### config.mk
export PLATFORM = sky130hd
export DESIGN_NAME = tour_replay_flat
export DESIGN_NICKNAME = d
export VERILOG_FILES = /design/src/rtl/tour_pkg.sv /design/src/rtl/tour_replay_if.sv /design/src/rtl/tour_move_decode.sv /design/src/rtl/tour_replay.sv /design/src/flat_wrapper.sv
export SDC_FILE = /design/constraint.sdc
export NUM_CORES = 1
export LEC_CHECK = 0
export ABC_AREA = 0
export BUFFER_PORTS_ARGS = -buffer_cell sky130_fd_sc_hd__buf_4
export CAP_MARGIN = 0
export CORE_ASPECT_RATIO = 1.4
export CORE_MARGIN = 2
export CORE_UTILIZATION = 55
export CTS_BUF_LIST = sky130_fd_sc_hd__clkbuf_8
export DETAILED_ROUTE_END_ITERATION = 8
export PLACE_DENSITY = 0.84
export SLEW_MARGIN = 5
export SYNTH_ARGS = -nofsm -noshare
export SYNTH_HDL_FRONTEND = slang
export SYNTH_SLANG_ARGS = --single-unit
### constraint.sdc
create_clock -name clk -period 7.9 [get_ports clk]
set_input_delay 1.58 -clock clk [delete_from_list [all_inputs] [get_ports clk]]
set_output_delay 1.58 -clock clk [all_outputs]
set_load 0.05 [all_outputs]
### src/rtl/tour_pkg.sv
// Shared definitions for the knight's-tour replay block.
// Holds the FSM state enum, command opcodes and headings, the default tour
// length and square-field width, and the one-hot move to (dx,dy) table.
package tour_pkg;

    localparam int NUM_MOVES_DEF = 24;
    localparam int SQ_W_DEF      = 4;

    typedef enum logic [2:0] {
        IDLE,
        VERT,
        VWAIT,
        HORZ,
        HWAIT,
        FIN
    } state_t;

    localparam logic [3:0] OP_MOVE    = 4'h2;
    localparam logic [3:0] OP_FANFARE = 4'h3;

    localparam logic [7:0] HDG_NORTH = 8'h00;
    localparam logic [7:0] HDG_WEST  = 8'h3F;
    localparam logic [7:0] HDG_SOUTH = 8'h7F;
    localparam logic [7:0] HDG_EAST  = 8'hBF;

    typedef struct packed {
        logic signed [2:0] dx;
        logic signed [2:0] dy;
    } delta_t;

    // Entry i is the displacement for move bit i.
    localparam delta_t MOVE_TBL [8] = '{
        '{dx:  3'sd1, dy:  3'sd2},
        '{dx: -3'sd1, dy:  3'sd2},
        '{dx: -3'sd2, dy:  3'sd1},
        '{dx: -3'sd2, dy: -3'sd1},
        '{dx: -3'sd1, dy: -3'sd2},
        '{dx:  3'sd1, dy: -3'sd2},
        '{dx:  3'sd2, dy: -3'sd1},
        '{dx:  3'sd2, dy:  3'sd1}
    };

    // Magnitude of a small signed displacement.
    function automatic logic [2:0] mag3(input logic signed [2:0] d);
        return d[2] ? 3'(-d) : d;
    endfunction

endpackage

### src/rtl/tour_replay_if.sv
// Command channel between the tour replayer and the motion consumer.
//   cmd     : 16-bit motion command {opcode, heading, squares}
//   cmd_vld : command valid, held with cmd stable until cmd_ack
//   cmd_ack : consumer accepted the command this cycle
//   resp    : one-cycle pulse, commanded leg complete
interface tour_replay_if;
    logic [15:0] cmd;
    logic        cmd_vld;
    logic        cmd_ack;
    logic        resp;

    modport master (output cmd, cmd_vld, input cmd_ack, resp);
    modport slave  (input cmd, cmd_vld, output cmd_ack, resp);
endinterface

### src/rtl/tour_move_decode.sv
// Purely combinational knight-move decoder.
//   move  : one-hot move code
//   dx,dy : signed displacement of the move (don't-care when !legal)
//   legal : move is exactly one-hot
module tour_move_decode
    import tour_pkg::*;
(
    input  logic [7:0]        move,
    output logic signed [2:0] dx,
    output logic signed [2:0] dy,
    output logic              legal
);

    always_comb begin
        // NOTE: every output gets a value before any branch, so no latch is inferred.
        dx    = '0;
        dy    = '0;
        legal = $onehot(move);
        for (int i = 0; i < 8; i++) begin
            if (move[i]) begin
                dx = MOVE_TBL[i].dx;
                dy = MOVE_TBL[i].dy;
            end
        end
    end

endmodule

### src/rtl/tour_replay.sv
// Replays a solved knight's tour as motion commands.
//   clk, rst : clock and synchronous active-high reset
//   start    : pulse in IDLE begins replay from move 0
//   move     : one-hot move for index mv_indx, supplied by the tour solver
//   mv_indx  : move index presented to the solver
//   cmd_bus  : command channel (cmd / cmd_vld / cmd_ack / resp)
//   busy     : high in every state except IDLE
//   done     : one-cycle pulse when the tour ends
//   err      : sticky flag, an illegal move code was seen
// Each move is issued as a vertical leg then a horizontal leg.
module tour_replay
    import tour_pkg::*;
#(
    parameter int NUM_MOVES = NUM_MOVES_DEF,
    parameter int SQ_W      = SQ_W_DEF
) (
    input  logic                 clk,
    input  logic                 rst,
    input  logic                 start,
    input  logic [7:0]           move,
    output logic [4:0]           mv_indx,
    tour_replay_if.master        cmd_bus,
    output logic                 busy,
    output logic                 done,
    output logic                 err
);

    localparam logic [4:0] LAST_INDX = 5'(NUM_MOVES - 1);

    state_t            state_q, state_d;
    logic [7:0]        move_q;
    logic              fresh_q;     // first cycle in VERT: move input not yet captured
    logic              clr_run, inc_indx, set_err;
    logic signed [2:0] dx, dy;
    logic              legal;
    logic [SQ_W-1:0]   sq_v, sq_h;
    logic [7:0]        hdg_v, hdg_h;
    logic [15:0]       cmd_v, cmd_h;

    tour_move_decode u_decode (
        .move  (move_q),
        .dx    (dx),
        .dy    (dy),
        .legal (legal)
    );

    // Knight moves never have a zero component, so sign alone picks the heading.
    assign sq_v  = SQ_W'(mag3(dy));
    assign sq_h  = SQ_W'(mag3(dx));
    assign hdg_v = dy[2] ? HDG_SOUTH : HDG_NORTH;
    assign hdg_h = dx[2] ? HDG_WEST  : HDG_EAST;
    assign cmd_v = {OP_MOVE,    hdg_v, 4'(sq_v)};
    assign cmd_h = {OP_FANFARE, hdg_h, 4'(sq_h)};

    assign busy = (state_q != IDLE);
    assign done = (state_q == FIN);

    always_comb begin
        state_d         = state_q;
        clr_run         = 1'b0;
        inc_indx        = 1'b0;
        set_err         = 1'b0;
        cmd_bus.cmd_vld = 1'b0;
        cmd_bus.cmd     = '0;
        case (state_q)
            IDLE: begin
                if (start) begin
                    clr_run = 1'b1;
                    state_d = VERT;
                end
            end
            VERT: begin
                // The capture cycle gives the solver one cycle to follow mv_indx.
                if (!fresh_q) begin
                    if (!legal) begin
                        set_err = 1'b1;
                        state_d = FIN;
                    end else begin
                        cmd_bus.cmd_vld = 1'b1;
                        cmd_bus.cmd     = cmd_v;
                        if (cmd_bus.cmd_ack) state_d = VWAIT;
                    end
                end
            end
            VWAIT: begin
                if (cmd_bus.resp) state_d = HORZ;
            end
            HORZ: begin
                cmd_bus.cmd_vld = 1'b1;
                cmd_bus.cmd     = cmd_h;
                if (cmd_bus.cmd_ack) state_d = HWAIT;
            end
            HWAIT: begin
                if (cmd_bus.resp) begin
                    if (mv_indx == LAST_INDX) begin
                        state_d = FIN;
                    end else begin
                        inc_indx = 1'b1;
                        state_d  = VERT;
                    end
                end
            end
            FIN:     state_d = IDLE;
            default: state_d = IDLE;
        endcase
    end

    always_ff @(posedge clk) begin
        // NOTE: non-blocking assignments so every register samples pre-edge values.
        if (rst) begin
            state_q <= IDLE;
            mv_indx <= '0;
            err     <= 1'b0;
            move_q  <= '0;
            fresh_q <= 1'b0;
        end else begin
            state_q <= state_d;
            fresh_q <= (state_d == VERT) && (state_q != VERT);
            if (clr_run)       mv_indx <= '0;
            else if (inc_indx) mv_indx <= mv_indx + 5'd1;
            if (clr_run)       err <= 1'b0;
            else if (set_err)  err <= 1'b1;
            if (state_q == VERT && fresh_q) move_q <= move;
        end
    end

endmodule

### src/flat_wrapper.sv
// flat-port wrapper written by rule: the top's interface ports become plain ports
module tour_replay_flat import tour_pkg::*;
#(
    parameter int NUM_MOVES = NUM_MOVES_DEF,
    parameter int SQ_W      = SQ_W_DEF
)
  (clk, rst, start, move, mv_indx, busy, done, err, cmd_bus_cmd, cmd_bus_cmd_vld, cmd_bus_cmd_ack, cmd_bus_resp);
  tour_replay_if cmd_bus_i ();
  input  logic clk;
  input  logic rst;
  input  logic start;
  input  logic [7:0] move;
  output logic [4:0] mv_indx;
  output logic busy;
  output logic done;
  output logic err;
  output wire logic [$bits(cmd_bus_i.cmd)-1:0] cmd_bus_cmd;
  output wire logic [$bits(cmd_bus_i.cmd_vld)-1:0] cmd_bus_cmd_vld;
  input wire logic [$bits(cmd_bus_i.cmd_ack)-1:0] cmd_bus_cmd_ack;
  input wire logic [$bits(cmd_bus_i.resp)-1:0] cmd_bus_resp;
  assign cmd_bus_cmd = cmd_bus_i.cmd;
  assign cmd_bus_cmd_vld = cmd_bus_i.cmd_vld;
  assign cmd_bus_i.cmd_ack = cmd_bus_cmd_ack;
  assign cmd_bus_i.resp = cmd_bus_resp;
  tour_replay #(.NUM_MOVES(NUM_MOVES), .SQ_W(SQ_W)) u_core (.clk(clk), .rst(rst), .start(start), .move(move), .mv_indx(mv_indx), .cmd_bus(cmd_bus_i), .busy(busy), .done(done), .err(err));
endmodule
# ---- Word level (Yosys, flattened, before mapping)
# Index checks and enable logic that the tools add are counted.
dict set report op_classes {
  addsub 10
  eq_ne 9
  mux 43
  reduce_logical 5
}
# operator count
set op_table {}
lappend op_table {{$mux 3} 24}
lappend op_table {{$pmux 16 s2} 1}
lappend op_table {{$mux 16} 1}
lappend op_table {{$pmux 3 s5} 1}
lappend op_table {{$mux 14} 1}
lappend op_table {{$mux 1} 11}
lappend op_table {{$add 1x1->2} 4}
lappend op_table {{$mux 8} 1}
lappend op_table {{$mux 7} 1}
lappend op_table {{$eq 3x1->1 const B} 2}
lappend op_table {{$eq 3x2->1 const B} 2}
lappend op_table {{$eq 3x3->1 const B} 2}
lappend op_table {{$neg 3->3} 2}
lappend op_table {{$add 5x1->5 const B} 1}
lappend op_table {{$eq 5x5->1 const B} 1}
lappend op_table {{$add 4x2->4} 1}
lappend op_table {{$add 4x3->4} 1}
lappend op_table {{$eq 4x1->1 const B} 1}
lappend op_table {{$add 2x2->3} 1}
lappend op_table {{$logic_not 3->1} 1}
lappend op_table {{$ne 3x1->1 const B} 1}
lappend op_table {{$reduce_bool 3->1} 1}
lappend op_table {{$logic_and 1x1->1} 2}
lappend op_table {{$mux 2} 1}
lappend op_table {{other kinds (2)} 2}
dict set report word_totals {
  reg_bits 18
  input_bits 13
  output_inout_bits 25
  elab_cells 72
}

# ---- Depth between registers and ports, before layout
# Gate-level depths: netlist (run 1).
dict set report logic_depth {
  depth_word 13
  ltp_mapped 14
  depth_no_buf 13
}

# ---- By module
# Synthesis (run 1) repeated with hierarchy kept, for this count alone.
dict set report unflattened {
  cells_unflattened 163
  hier_area_um2 1327.5
}
# mod n_inst cells_per_inst area_each_um2 seq_area_each_um2
set modules_own_cells {}
lappend modules_own_cells {tour_replay 1 129 1046.0 360.3}
lappend modules_own_cells {tour_move_decode 1 34 281.5 0.0}

# ---- Worst setup path before layout (run 1)
# Ideal clock, no wire load.
dict set report synth_path {
  path_kind {flip-flop to output port}
  startpoint {reg u_core.move_q[1]}
  endpoint {out cmd_bus_cmd[5]}
  arrival_ns 4.548
  required_ns 6.320
  path_slack_ns 1.772
  stages_incl_launch_ff 15
  path_buffers 1
  path_cell_list {dfxtp_1 inv_1 ha_1 inv_1 fa_1 fa_1 inv_1 fa_1 inv_1 fa_1 nand2b_1 o21ai_0 nand2_1 o21ai_0 buf_4}
}
dict set report synth_between {
  elab_chain_len 7
}
# item line
set synth_rtl {}
lappend synth_rtl {{start: declaration} tour_replay.sv:31} ;# logic [7:0] move_q;
lappend synth_rtl {{start signal: assignment} tour_replay.sv:123} ;# if (state_q == VERT && fresh_q) move_q <= move;
lappend synth_rtl {{$add 1x1->2 (not written as such)} tour_move_decode.sv:18} ;# legal = $onehot(move);
lappend synth_rtl {{$add 4x2->4 (not written as such)} tour_move_decode.sv:18}
lappend synth_rtl {{$add 4x3->4 (not written as such)} tour_move_decode.sv:18}
lappend synth_rtl {{$eq 4x1->1} tour_move_decode.sv:18}
lappend synth_rtl {{$mux 14} tour_replay.sv:75} ;# if (!legal) begin
lappend synth_rtl {{$mux 16} tour_replay.sv:74} ;# if (!fresh_q) begin
lappend synth_rtl {{$pmux 16 s2} tour_replay.sv:65} ;# case (state_q)
lappend synth_rtl {{end: declaration} flat_wrapper.sv:17} ;# output wire logic [$bits(cmd_bus_i.cmd)-1:0] cmd_bus_cmd;
# No other way between the ends.

# ---- Final worst setup path (run 1)
dict set report layout_path {
  startpoint {reg u_core.move_q[1]}
  endpoint {out cmd_bus_cmd[9]}
}
# The elaborated chain is that of the path after synthesis.

==> flow_summary_export.csv, run 1 <==
group,metric,value,unit
timing,timing.final.hold_violations,0,
critical_path,crit_path_start,"u_core.move_q[1]",
timing,relSlewSlack,56.23,%
timing,skew,4.382,ps
critical_path,worstPathRequired,6320,ps
cts,cts_buffers,3,
critical_path,ff2ff_path_depth,13,
cts,cts_tree,"yes",
detailed_routing,wire_per_inst,13.92,um
timing,period_share,72.07,%
synthesis,async_flop_share,0,%
timing,setup_viol,0,
timing,fin_setup_tns,0,ps
detailed_routing,dr_total_vias,1227,
global_route,grt.total_usage,24.46,%
cts,cts_resized,0,
synthesis,synthFlopType,"dfxtp_1",
finish,areaGrowthSynthToFinish,17.29,%
synthesis,synth_cell_types,41,
global_route,grt_max_degree,15,
critical_path,max_stage_delay,520,ps
synthesis,syn_avg_cell_area,7.844,um^2
floorplan,initial_utilization,58.82,%
global_route,antenna_found_initial,0,
pwr,internal-power,0.2026,mW
timing,rsz0062_at_grt,"no",
timing,timing.hold.ws,490.1,ps
floorplan,die_width,45.25,um
floorplan,io_pins,38,
global_route,grt_overflow,0,
critical_path,end_kind,"primary output",
cts,clk_path_buf_depth,2,
place,place.port_buffers,34,
pwr,switching_power,0.1610,mW
finish,final_core_util,68.99,%
detailed_routing,routed_wl,2950,um
timing,final_max_slew_viol_count,0,
finish,nNetsFinal,216,
pwr,power.total,0.3637,mW
cts,clock_latency,250,ps
floorplan,die_area,2794,um^2
cts,cts_hold_buffers,0,
synthesis,yosys_warnings,0,
synthesis,synthCells,167,
critical_path,regToRegSetupSlack,4390,ps
synthesis,syn_area,1310,um^2
timing,fmax,175.6,MHz
detailed_routing,first_iter_violations,44,
finish,n_antenna_cell,0,
cts,clk_pin_slew,70,ps
synthesis,synth_seq_cells,18,
pwr,p_seq_share,33.6,%
flow_run,cap_violations,0,
cts,clock-sinks,18,
timing,worst_pin_slew,655.2,ps
hold_path,hold_path_startpoint,"u_core.err",
cts,cts-htree-levels,1,
floorplan,core,2227,um^2
critical_path,crit_chain,"inv_1 > ha_1 > inv_1 > fa_1 > fa_1 > inv_1 > fa_1 > inv_1 > fa_1 > nand2b_1 > o21ai_0 > nand2_1 > o21ai_0 > buf_4",
place,place_congestion,0.8206,
cts,cts-root-buf,"clkbuf_8",
status,outcome,"completed",
synthesis,yosysSeqAreaShare,27.51,%
hold_path,hold_path_depth,1,
critical_path,crit_type,"reg -> out",
pwr,switching_share,44.28,%
floorplan,dieHeight,61.75,um
pwr,ir_drop,151.6,uV
critical_path,r2r_end,"u_core.state_q[0]",
critical_path,slowest_stage,"o21ai_0",
place,dp_hpwl,2335,um
floorplan,rows,20,
global_route,grt_pass1_vias,1207,
detailed_routing,drc,0,
detailed_routing,viasPerCell,5.788,
detailed_routing,first_pass_iters,4,
critical_path,path_max_fanout,6,
hold_path,hold_path_end,"u_core.err",
critical_path,startpoint_type,"flop",
critical_path,r2r_start,"u_core.move_q[1]",
finish,drive_gt1_share,21.05,%
pwr,p_per_area,236.7,nW/um^2
pwr,leakage,0.7251,nW
global_route,grt_pass1_wl,4988,um
timing,min_period,5693,ps
critical_path,cp.arrival,4110,ps
hold_path,hold_path.class,"reg -> reg",
cts,post_cts_buffers,0,
pwr,power.share.clock,17.5,%
detailed_routing,ant_nets,0,
pwr,pwr-share-comb,48.9,%
synthesis,synth_edf_count,0,
==> area by class of cell <==
type	count	area [um^2]
inverters	17	63.81
multi-input cells	118	788.3
repair buffers	34	255.2
clock buffers	3	41.29
fillers	199	690.7
flip-flops and latches	18	360.3
well taps	22	27.53
==> synth_stat cells, drive strengths merged, types with 2 or more instances <==
cell	n	area share (%)
inv	17	4.9
o31a	2	1.3
and3	2	0.95
nand2	9	2.6
fa	4	6.1
a31oi	3	1.4
a211oi	2	1.1
or3	2	0.95
dfxtp	18	28
ha	7	6.7
xor2	4	2.7
o21ai	5	1.9
a21oi	10	3.8
buf	11	6.6
nand3	5	1.9
or4b	2	1.8
nand4	4	1.9
clkbuf	5	1.4
nor2	26	7.4
nor3	3	1.1
nand2b	5	2.4
mux2i	4	3.1
==> worst max-delay path, delay by kind of cell, from the launching register on <==
kind	cells	cell delay (ps)
adders and majority gates	5	1730
AOI/OAI and AO/OA	2	870
buffers and inverters	5	550
DFF	1	350
and+or+nand+nor	2	350
==> power by group through the flow <==
stage	sequential [mW]	combinational, mW	clock (mW)
detailed placement	0.124	0.177	0
floorplan	0.121	0.146	0
CTS	0.122	0.178	0.0649
global route	0.125	0.197	0.0683
global placement	0.122	0.172	0
finish	0.122	0.178	0.0636
==> worst max path at each step <==
stage                     cells after the start             end  slack [ps]
after floorplan                              14  cmd_bus_cmd[5]        1770
after global placement                       14  cmd_bus_cmd[9]        2690
after detailed placement                     14  cmd_bus_cmd[6]        2460
after CTS                                    14  cmd_bus_cmd[6]        2190
after global routing                         14  cmd_bus_cmd[6]        1900
final                                        14  cmd_bus_cmd[9]        2210
==> layout by cell type (no fill, tap or decap), types with 2 or more instances in the layout <==
cell type	count
nand3_1	5
ha_1	7
nor2_1	26
nand2b_1	5
a31oi_1	3
mux2i_1	4
o31a_1	2
fa_1	4
nor3_1	3
conb_1	3
a21oi_1	10
clkbuf_8	3
xor2_1	4
dfxtp_1	18
and3_1	2
a211oi_1	2
or3_1	2
o21ai_0	5
nand4_1	4
nand2_1	9
inv_1	17
buf_4	34
==> per-stage QoR <==
stage               cell area [um^2]  worst slack, ps  std cells
finish                          1536             2207        212
detailed placement              1495             2463        209
CTS                             1536             2191        212
floorplan                       1318             1772        169
global route                    1536             1902        212
global placement                1495             2693        209
==> sequential cells by signal (all words and copies together), names as in the netlist <==
| register | flops |
|---|---|
| u_core.err | 1 |
| u_core.fresh_q | 1 |
| u_core.move_q | 8 |
| u_core.mv_indx | 5 |
| u_core.state_q | 3 |
==> logic make-up after synthesis <==
logic type | share of synthesized area, %
flops | 27.51
fa+ha+maj | 12.80
simple gates | 25.50
mux | 3.056
compound gates | 15.28
buf+inv | 12.89
xor+xnor | 2.674
other cells | 0.2863
==> routing by layer <==
metal | share of wire (%) | GRT usage, % | vias up
met5 | 0 | 0 | -
li1 | - | - | 602
met2 | 55 | 48.16 | 38
met4 | 2.4 | 11.34 | 0
met1 | 38 | 25.00 | 580
met3 | 4.3 | 2.601 | 7
Note: power is estimated with default switching activity, not from simulation.
==> inputs of run 2 (changes only) <==
--- a/config.mk
+++ b/config.mk
@@ -10,10 +10,10 @@
 export CAP_MARGIN = 0
 export CORE_ASPECT_RATIO = 1.4
 export CORE_MARGIN = 2
-export CORE_UTILIZATION = 55
+export CORE_UTILIZATION = 53
 export CTS_BUF_LIST = sky130_fd_sc_hd__clkbuf_8
 export DETAILED_ROUTE_END_ITERATION = 8
-export PLACE_DENSITY = 0.84
+export PLACE_DENSITY = 0.81
 export SLEW_MARGIN = 5
 export SYNTH_ARGS = -nofsm -noshare
 export SYNTH_HDL_FRONTEND = slang
==> constraint.sdc (replaced) <==
create_clock -name clk -period 5.4 [get_ports clk]
set_input_delay 1.08 -clock clk [delete_from_list [all_inputs] [get_ports clk]]
set_output_delay 1.08 -clock clk [all_outputs]
set_load 0.05 [all_outputs]
==> run 2 against run 1 <==
Effect of this change: utilization is 3.4 points lower; die area is 3.5% higher; cell count is 0.94% higher; first-iteration DRC count is 23% lower; critical path type unchanged; combinational power is 45% higher; count of clock-buffer cells in the layout is 1 higher; highest routed layer unchanged.
==> flow_summary_export.csv, run 2 (synthesis gave the netlist of run 1 again) <==
group,metric,value,unit
detailed_routing,wire_per_inst,13.00,um
critical_path,end_kind,"primary output",
cts,clock-sinks,18,
floorplan,die_width,46.02,um
cts,cts_buffers,3,
finish,areaGrowthSynthToFinish,18.43,%
floorplan,die_area,2891,um^2
pwr,switching_power,0.2352,mW
finish,mostFrequentLayoutCells,"buf_4, nor2_1, dfxtp_1",
finish,drive_gt1_share,21.47,%
timing,final_max_slew_viol_count,0,
cts,cts-root-buf,"clkbuf_8",
critical_path,slowest_stage,"fa_1",
pwr,switching_share,42.98,%
floorplan,dieHeight,62.83,um
pwr,leakage,0.7318,nW
detailed_routing,ant_nets,0,
cts,cts_tree,"yes",
timing,relSlewSlack,58.09,%
pwr,power.share.clock,20.3,%
cts,clk_pin_slew,70,ps
cts,cts_resized,0,
critical_path,crit_chain,"inv_1 > ha_1 > inv_1 > fa_1 > fa_1 > inv_1 > fa_1 > inv_1 > fa_1 > nand2b_1 > o21ai_0 > nand2_1 > o21ai_1 > buf_4",
global_route,grt.total_usage,21.13,%
critical_path,crit_type,"reg -> out",
cts,post_cts_buffers,0,
finish,n_antenna_cell,0,
floorplan,rows,21,
detailed_routing,first_pass_iters,4,
global_route,grt_overflow,0,
timing,setup_viol,0,
detailed_routing,viasPerCell,5.528,
pwr,p_per_area,352.8,nW/um^2
pwr,internal-power,0.3121,mW
finish,largest_register_ffs,8,
floorplan,initial_utilization,55.40,%
cts,clk_path_buf_depth,2,
detailed_routing,first_iter_violations,34,
timing,fmax,201.1,MHz
critical_path,cp.arrival,3890,ps
detailed_routing,dr_total_vias,1183,
finish,top_register,"u_core.move_q",
detailed_routing,routed_wl,2783,um
finish,final_common_cell,"buf_4",
timing,worst_pin_slew,627.3,ps
pwr,p_seq_share,32.6,%
timing,timing.final.hold_violations,0,
pwr,ir_drop,219.5,uV
global_route,grt_pass1_wl,4747,um
timing,period_share,92.09,%
critical_path,max_stage_delay,490,ps
critical_path,worstPathRequired,4320,ps
global_route,grt_max_degree,15,
timing,skew,5.814,ps
finish,largestRegisters,"u_core.move_q: 8 flops, u_core.mv_indx: 5 flops, u_core.state_q: 3 flops",
detailed_routing,drc,0,
finish,nNetsFinal,216,
place,place_congestion,0.8725,
floorplan,io_pins,38,
hold_path,hold_path.class,"reg -> reg",
global_route,antenna_found_initial,0,
cts,cts-htree-levels,1,
place,place.port_buffers,34,
finish,final.fill_count,204,
timing,min_period,4973,ps
timing,rsz0062_at_grt,"no",
pwr,pwr-share-comb,47.1,%
status,outcome,"completed",
critical_path,path_max_fanout,6,
critical_path,startpoint_type,"flop",
timing,fin_setup_tns,0,ps
place,dp_hpwl,2182,um
global_route,grt_pass1_vias,1167,
cts,cts_hold_buffers,0,
floorplan,core,2365,um^2
flow_run,cap_violations,0,
cts,clock_latency,250,ps
timing,timing.hold.ws,491.5,ps
run 2: cell types whose count changed in the layout (fill, tap and decap cells not counted):
cell	previous run	this run
clkbuf_8	3	4
o21ai_0	5	4
o21ai_1	0	1
run 2: layer usage:
layer	track usage, %	vias up	share of wire [%]
met1	25.05	539	41
met4	8.571	0	2.0
met3	3.179	6	4.8
met2	35.94	34	52
met5	0	-	0
li1	-	604	-
run 2: final timing paths:
path / slack [ps] / end / startpoint / cells after the start
setup / recovery: 430 / cmd_bus_cmd[8] / u_core.move_q[0] / 14
hold / removal: 490 / u_core.err / u_core.err / 1
setup reg to reg: 1930 / u_core.state_q[0] / u_core.move_q[0] / 13
hold reg to reg: 490 / u_core.err / u_core.err / 1
run 2: per-stage QoR:
| step | std cells | setup WS (ps) | utilization, % | cell area [um^2] | power, mW |
|---|---|---|---|---|---|
| 4_1_cts | 214 | 380.3 | 65.61 | 1551 | 0.5488 |
| 3_5_place_dp | 210 | 670.5 | 63.28 | 1496 | 0.4382 |
| 2_1_floorplan | 169 | 296.1 | - | 1318 | 0.3899 |
| 6_report | 214 | 427.0 | 65.61 | 1551 | 0.5474 |
| 5_1_grt | 214 | 136.0 | 65.61 | 1551 | 0.5853 |
| 3_3_place_gp | 210 | 844.8 | 63.28 | 1496 | 0.4295 |
run 2: worst max-delay path: cells and delay by family (launching register included):
family | cells | cell delay [ps]
simple gates | 2 | 350
buf+inv | 5 | 520
compound gates | 2 | 710
fa+ha+maj | 5 | 1710
flops | 1 | 350
run 2: final cells by class:
cell class              count  area, um^2  share of cell area [%]
clock buffers               4       55.05                   3.548
well taps                  23       28.78                   1.855
flip-flops and latches     18       360.3                   23.23
repair buffers             34       255.2                   16.45
multi-input cells         118       788.3                   50.81
inverters                  17       63.81                   4.113
run 2: power by group through the flow:
stage	Sequential (mW)	Clock [mW]	Combinational (mW)
after global placement	0.179	0	0.250
final	0.179	0.111	0.258
after detailed placement	0.181	0	0.258
after global routing	0.182	0.118	0.286
after CTS	0.178	0.112	0.259
after floorplan	0.176	0	0.213
